===== src/rtl/apb_master_bridge.sv =====
// APB requester bridge: one command at a time from a valid/ready port, two-phase APB transfer, response on valid/ready.
// Define APB_TIMEOUT_EN to abort an ACCESS phase with rsp_err after TIMEOUT cycles without pready.
module apb_master_bridge #(
  parameter int ADDR_W  = 8,
  parameter int DATA_W  = 8,
  parameter int TIMEOUT = 16
) (
  input  logic              pclk,
  input  logic              preset_n,
  input  logic              cmd_valid,
  output logic              cmd_ready,
  input  logic              cmd_write,
  input  logic [ADDR_W-1:0] cmd_addr,
  input  logic [DATA_W-1:0] cmd_wdata,
  output logic              rsp_valid,
  input  logic              rsp_ready,
  output logic [DATA_W-1:0] rsp_rdata,
  output logic              rsp_err,
  output logic              psel,
  output logic              penable,
  output logic              pwrite,
  output logic [ADDR_W-1:0] paddr,
  output logic [DATA_W-1:0] pwdata,
  input  logic [DATA_W-1:0] prdata,
  input  logic              pready,
  input  logic              pslverr
);

  typedef enum logic [1:0] {
    IDLE   = 2'd0,
    SETUP  = 2'd1,
    ACCESS = 2'd2,
    RESP   = 2'd3
  } state_t;

  if (TIMEOUT < 1 || TIMEOUT > 255) begin : g_timeout_range
    $error("apb_master_bridge: TIMEOUT must be in 1..255");
  end

  state_t              state_q;
  logic                cmd_ready_q;
  logic                psel_q;
  logic                penable_q;
  logic                pwrite_q;
  logic [ADDR_W-1:0]   paddr_q;
  logic [DATA_W-1:0]   pwdata_q;
  logic                rsp_valid_q;
  logic [DATA_W-1:0]   rsp_rdata_q;
  logic                rsp_err_q;
`ifdef APB_TIMEOUT_EN
  localparam logic [7:0] TO_LAST = 8'(TIMEOUT - 1);
  logic [7:0]          tcnt_q;
`endif

  always_ff @(posedge pclk or negedge preset_n) begin
    if (!preset_n) begin
      state_q     <= IDLE;
      cmd_ready_q <= 1'b1;
      psel_q      <= 1'b0;
      penable_q   <= 1'b0;
      pwrite_q    <= 1'b0;
      paddr_q     <= '0;
      pwdata_q    <= '0;
      rsp_valid_q <= 1'b0;
      rsp_rdata_q <= '0;
      rsp_err_q   <= 1'b0;
`ifdef APB_TIMEOUT_EN
      tcnt_q      <= '0;
`endif
    end else begin
      case (state_q)
        IDLE: begin
          if (cmd_valid && cmd_ready_q) begin
            pwrite_q    <= cmd_write;
            paddr_q     <= cmd_addr;
            pwdata_q    <= cmd_wdata;
            cmd_ready_q <= 1'b0;
            psel_q      <= 1'b1;
            state_q     <= SETUP;
          end
        end
        SETUP: begin
          penable_q <= 1'b1;
          state_q   <= ACCESS;
`ifdef APB_TIMEOUT_EN
          tcnt_q    <= '0;
`endif
        end
        ACCESS: begin
          // pready has priority over a timeout landing on the same edge
          if (pready) begin
            rsp_rdata_q <= pwrite_q ? '0 : prdata;
            rsp_err_q   <= pslverr;
            psel_q      <= 1'b0;
            penable_q   <= 1'b0;
            rsp_valid_q <= 1'b1;
            state_q     <= RESP;
          end
`ifdef APB_TIMEOUT_EN
          else if (tcnt_q == TO_LAST) begin
            tcnt_q      <= tcnt_q + 8'd1;
            rsp_rdata_q <= '0;
            rsp_err_q   <= 1'b1;
            psel_q      <= 1'b0;
            penable_q   <= 1'b0;
            rsp_valid_q <= 1'b1;
            state_q     <= RESP;
          end else begin
            tcnt_q <= tcnt_q + 8'd1;
          end
`endif
        end
        RESP: begin
          if (rsp_ready) begin
            rsp_valid_q <= 1'b0;
            cmd_ready_q <= 1'b1;
            state_q     <= IDLE;
          end
        end
        default: state_q <= IDLE;
      endcase
    end
  end

  assign cmd_ready = cmd_ready_q;
  assign psel      = psel_q;
  assign penable   = penable_q;
  assign pwrite    = pwrite_q;
  assign paddr     = paddr_q;
  assign pwdata    = pwdata_q;
  assign rsp_valid = rsp_valid_q;
  assign rsp_rdata = rsp_rdata_q;
  assign rsp_err   = rsp_err_q;

endmodule


===== config.mk =====
export PLATFORM = sky130hd
export DESIGN_NAME = apb_master_bridge
export DESIGN_NICKNAME = d
export VERILOG_FILES = /design/src/rtl/apb_master_bridge.sv
export SDC_FILE = /design/constraint.sdc
export NUM_CORES = 1
export LEC_CHECK = 0
export CORE_MARGIN = 8
export CORE_UTILIZATION = 45
export CTS_CLUSTER_DIAMETER = 200
export DETAILED_ROUTE_END_ITERATION = 12
export HOLD_SLACK_MARGIN = 0.08
export PLACE_DENSITY = 0.84
export SYNTH_ARGS = -nofsm -noshare
export SYNTH_HDL_FRONTEND = slang
export SYNTH_SLANG_ARGS = --single-unit

===== constraint.sdc =====
create_clock -name pclk -period 2.9 [get_ports pclk]
set_clock_uncertainty 0.1 [all_clocks]
set_input_delay 0.29 -clock pclk [delete_from_list [all_inputs] [get_ports pclk]]
set_output_delay 0.29 -clock pclk [all_outputs]
set_load 0.03 [all_outputs]

# Word level (Yosys, flattened, before mapping)
# Index checks and enable logic that the tools add are counted.
[classes]
n_addsub = 0
n_mul = 0
n_div = 0
n_lt_le_gt_ge = 0
eq_ne = 6
n_shift = 0
muxes = 15
bitwise = 0
n_reduce_logical = 13
[ops]
columns = ["op", "n"]
rows = [
  ["$reduce_and A3 Y1", 4],
  ["$mux W8", 1],
  ["$pmux W1 S2", 4],
  ["$pmux W2 S4", 1],
  ["$reduce_bool A2 Y1", 4],
  ["$mux W1", 6],
  ["$mux W2", 3],
  ["$ne A2 B2 Y1 const B", 3],
  ["$reduce_and A2 Y1", 3],
  ["$eq A2 B2 Y1 const B", 2],
  ["$eq A2 B1 Y1 const B", 1],
  ["$logic_not A2 Y1", 1],
  ["$logic_and A1 B1 Y1", 1],
]
[word_totals]
ff_bits = 32
latch_bits = 0
mem_bits_rw = 0
romBits = 0
inputBits = 31
output_inout_bits = 30
wordCells = 44
mem_count = 0

# Logic depth before layout (Yosys ltp)
[logic_depth]
ltp_word = 3
ltp_mapped = 6
ltp_nobuf = 5

# Worst setup path before layout
# Ideal clock, no wire load.
[synth_path]
kind = "reg2reg"
from = "reg state_q[0]"
to = "reg state_q[1]"
setup_time_ns = 0.125
t_arrival_ns = 1.478
required_time_ns = 2.675
slack_ns = 1.197
path_stages_with_launch = 6
path_buffers = 0
cell_sequence = "dfrtp_1 > inv_1 > ha_1 > a21boi_2 > nor3_2 > mux2_2"
[synth_via]
elab_chain_cells = 3
elab_cells_between_ends = 9
cone_classes = "6 x eq/ne; 1 x mux; 2 x reduce/logical"
[synth_lines]
columns = ["item", "line_no", "rtl"]
rows = [
  ["start: declaration", "40", "state_t state_q;"],
  ["start signal: assignment", "57", "state_q <= IDLE;"],
  ["start signal: assignment", "79", "state_q <= SETUP;"],
  ["start signal: assignment", "84", "state_q <= ACCESS;"],
  ["$eq A2 B2 Y1 or $logic_not A2 Y1 (tied branches)", "71", "case (state_q)"],
  ["$ne A2 B2 Y1 (no line)", "n/a", ""],
  ["$reduce_and A3 Y1 (no line)", "n/a", ""],
]
# Parallel ways exist; a longest one is shown, timed or not.
# A chain may end at the register's enable or synchronous reset.

# Final worst setup path
[layout_path]
from = "reg cmd_ready_q (netlist: cmd_ready)"
to = "out cmd_ready"
[layout_rtl]
columns = ["item", "line_no", "rtl"]
rows = [
  ["start: declaration", "41", "logic cmd_ready_q;"],
  ["start signal: assignment", "58", "cmd_ready_q <= 1'b1;"],
  ["start signal: assignment", "77", "cmd_ready_q <= 1'b0;"],
  ["start signal: assignment", "116", "cmd_ready_q <= 1'b1;"],
  ["end: declaration", "11", "output logic cmd_ready,"],
]
# No word-level cell between the ends.

==> results.cfg <==
[sta]
tns_ns = 0
fin_crit_sh_pct = 69.12
tightestPinTransition_ns = 0.4773
max_freq_mhz = 498.9
hold_viol_final = 0
slew_headroom_pct = 68.11
setup_ws_ns = 0.8955
setup_violations = 0
finalCriticalPeriod_ns = 2.005
finalMaxSlewViolations = 0
rsz0062_at_grt = no
hold_slack_ns = 0.2626

[setup_path]
cp_max_fo = 5
slowest_delay_ns = 0.69
crit_arrival_ns = 1.61
worst-path-buf-inv = 1
crit_family = buffers and inverters
critPathRequiredTime_ns = 2.51
crit_chain = clkdlybuf4s50_1
critPathCaptureType = output pin
worst_setup_path_start_kind = register
critPathKind = register to output pin
slowest_stage = clkdlybuf4s50_1

[placed_design]
place.gp.congestion = 0.8703
dpl.cell_count = 211
port_buffers = 60
dp_hpwl_um = 2710
pre_cts_slack_ns = 1.077

[clock_network]
numCtsBuffers = 5
h-tree-depth = 2
cts_tree = done
cts-root-buf = clkbuf_4
cts_buffer_depth = 2
worstSkewPairLatency_ns = 0.32
postCtsSetupRepairBufs = 0
clk_pin_slew_worst_paths_ns = 0.09
ctsResizeCount = 0
cts_sinks = 32
postCtsHoldBufs = 0

[routing]
vias = 1022
ant_nets = 0
drt_first_pass_iters = 4
detail_route.drc_violations = 0
drtIter0Drc = 42
wire_per_inst_um = 15.80
wl_um = 3461
viasPerCell = 4.667

[power]
p_leak_nw = 0.9840
irDropWorstVdd_uv = 530.4
sw_frac_of_total_pct = 41.44
p_per_area_nw_per_um2 = 1154
p_clk_share_pct = 10.3
p_int_mw = 1.454
power_switching_mw = 1.029
pwr-share-seq_pct = 33.0
power_frac_comb_pct = 56.7

[cells_and_area]
antennaDiodeCount = 0
mostFrequentLayoutCells = clkdlybuf4s50_1 (60), dfrtp_1 (31), nand2_1 (11), o21ai_0 (11)
areaGrowthSynthToFinish_pct = 49.09
layout_commonest_cell = clkdlybuf4s50_1
drive_gt1_share_pct = 18.86
final_util_pct = 70.45
stdcell_count = 219
nets = 212

[synthesis]
synth_compound_area_share_pct = 5.204
seq_area_frac_synth_pct = 55.59
yosys_register_bits = 32
synthAdderAreaFrac_pct = 6.071
synth-simple-area-share_pct = 9.974
synth-xor-area-share_pct = 0
synth_mux_area_share_pct = 20.99
syn_area_um2 = 1443
yosysWarnings = 0
synth_top_family_by_area = multiplexers
syn-num-nets = 146
syn_avg_cell_area_um2 = 13.36
yosysUniqueCellTypes = 19
synthCells = 108

[floorplan]
dieHeight_um = 72.62
die_area_um2 = 5274
start_util_pct = 47.25
rows = 20
num_io_pins = 61
die_w_um = 72.62
fp.coreArea_um2 = 3053

[global_route]
grt_pass1_wl_um = 5416
grt_pass1_vias = 1091
antenna_found_initial = 0
grt_start_max_net_pins = 33
overflow = 0
grt_usage_pct = 13.25

[status]
status = completed

[run]
cap_violations = 0

[worst_hold_path]
hold_path.class = primary input to async pin
stage by stage:
step | instance area (um^2) | total power [mW]
floorplan | 1443 | 1.665
global placement | 2090 | 2.194
detailed placement | 2090 | 2.245
CTS | 2151 | 2.511
global route | 2151 | 2.631
finish | 2151 | 2.482
power groups by stage:
stage | combinational, mW | clock, mW | sequential (mW)
finish | 1.41 | 0.257 | 0.818
floorplan | 0.461 | 0 | 1.20
CTS | 1.42 | 0.268 | 0.818
global placement | 1.39 | 0 | 0.805
detailed placement | 1.42 | 0 | 0.826
global route | 1.50 | 0.289 | 0.846
metal layers:
layer | part of all wire [%] | up-vias | global-route usage (%)
met1 | 38 | 483 | 13.69
met4 | 1.3 | 0 | 6.889
li1 | - | 497 | -
met2 | 52 | 38 | 23.06
met3 | 7.9 | 4 | 4.533
met5 | 0 | - | 0
sequential cells by signal, summed over array words and instances (netlist names), 2 cells and up:
| signal | flops |
|---|---|
| pwdata | 8 |
| rsp_rdata | 8 |
| paddr | 8 |
| state_q | 2 |
logic make-up after synthesis:
group | count (synthesis)
buffers and inverters | 6
multiplexers | 24
adder cells (fa/ha/maj) | 7
AO/OA/AOI/OAI | 13
AND/OR/NAND/NOR | 26
flip-flops | 32
final timing paths:
check | slack [ns] | depth (start not counted) | start | end
setup reg to reg | 1.06 | 5 | state_q[0] | state_q[1]
hold / removal | 0.26 | 2 | preset_n | rsp_valid
setup / recovery | 0.90 | 1 | cmd_ready | cmd_ready
max in group asynchronous | 2.12 | 2 | preset_n | cmd_ready
min in group pclk | 0.39 | 2 | rsp_rdata[4] | rsp_rdata[4]
hold reg to reg | 0.39 | 2 | rsp_rdata[4] | rsp_rdata[4]
cell type report:
type | instances | area (um^2)
fill | 239 | 902.1
sequential | 32 | 802.0
multi-input combinational | 70 | 609.3
timing repair buffer | 61 | 608.1
tap | 44 | 55.05
clock buffer | 6 | 51.30
inverter | 4 | 15.01
clock inverter | 2 | 10.01
cells in the mapped netlist:
cell type / n / share of area, %
a21boi_2: 1 / 0.78
a22o_1: 1 / 0.61
buf_2: 1 / 0.35
buf_6: 1 / 0.78
dfrtp_1: 31 / 54
dfstp_2: 1 / 1.8
ha_1: 7 / 6.1
inv_1: 4 / 1.0
mux2_2: 10 / 7.8
mux2_4: 10 / 10
mux2i_1: 4 / 2.8
nand2_1: 11 / 2.9
nand2b_1: 8 / 3.5
nand3_4: 1 / 1.2
nor2_1: 2 / 0.52
nor2b_1: 2 / 0.87
nor3_1: 1 / 0.35
nor3_2: 1 / 0.69
o21ai_0: 11 / 3.8
Power figures use the tool's default switching activity.
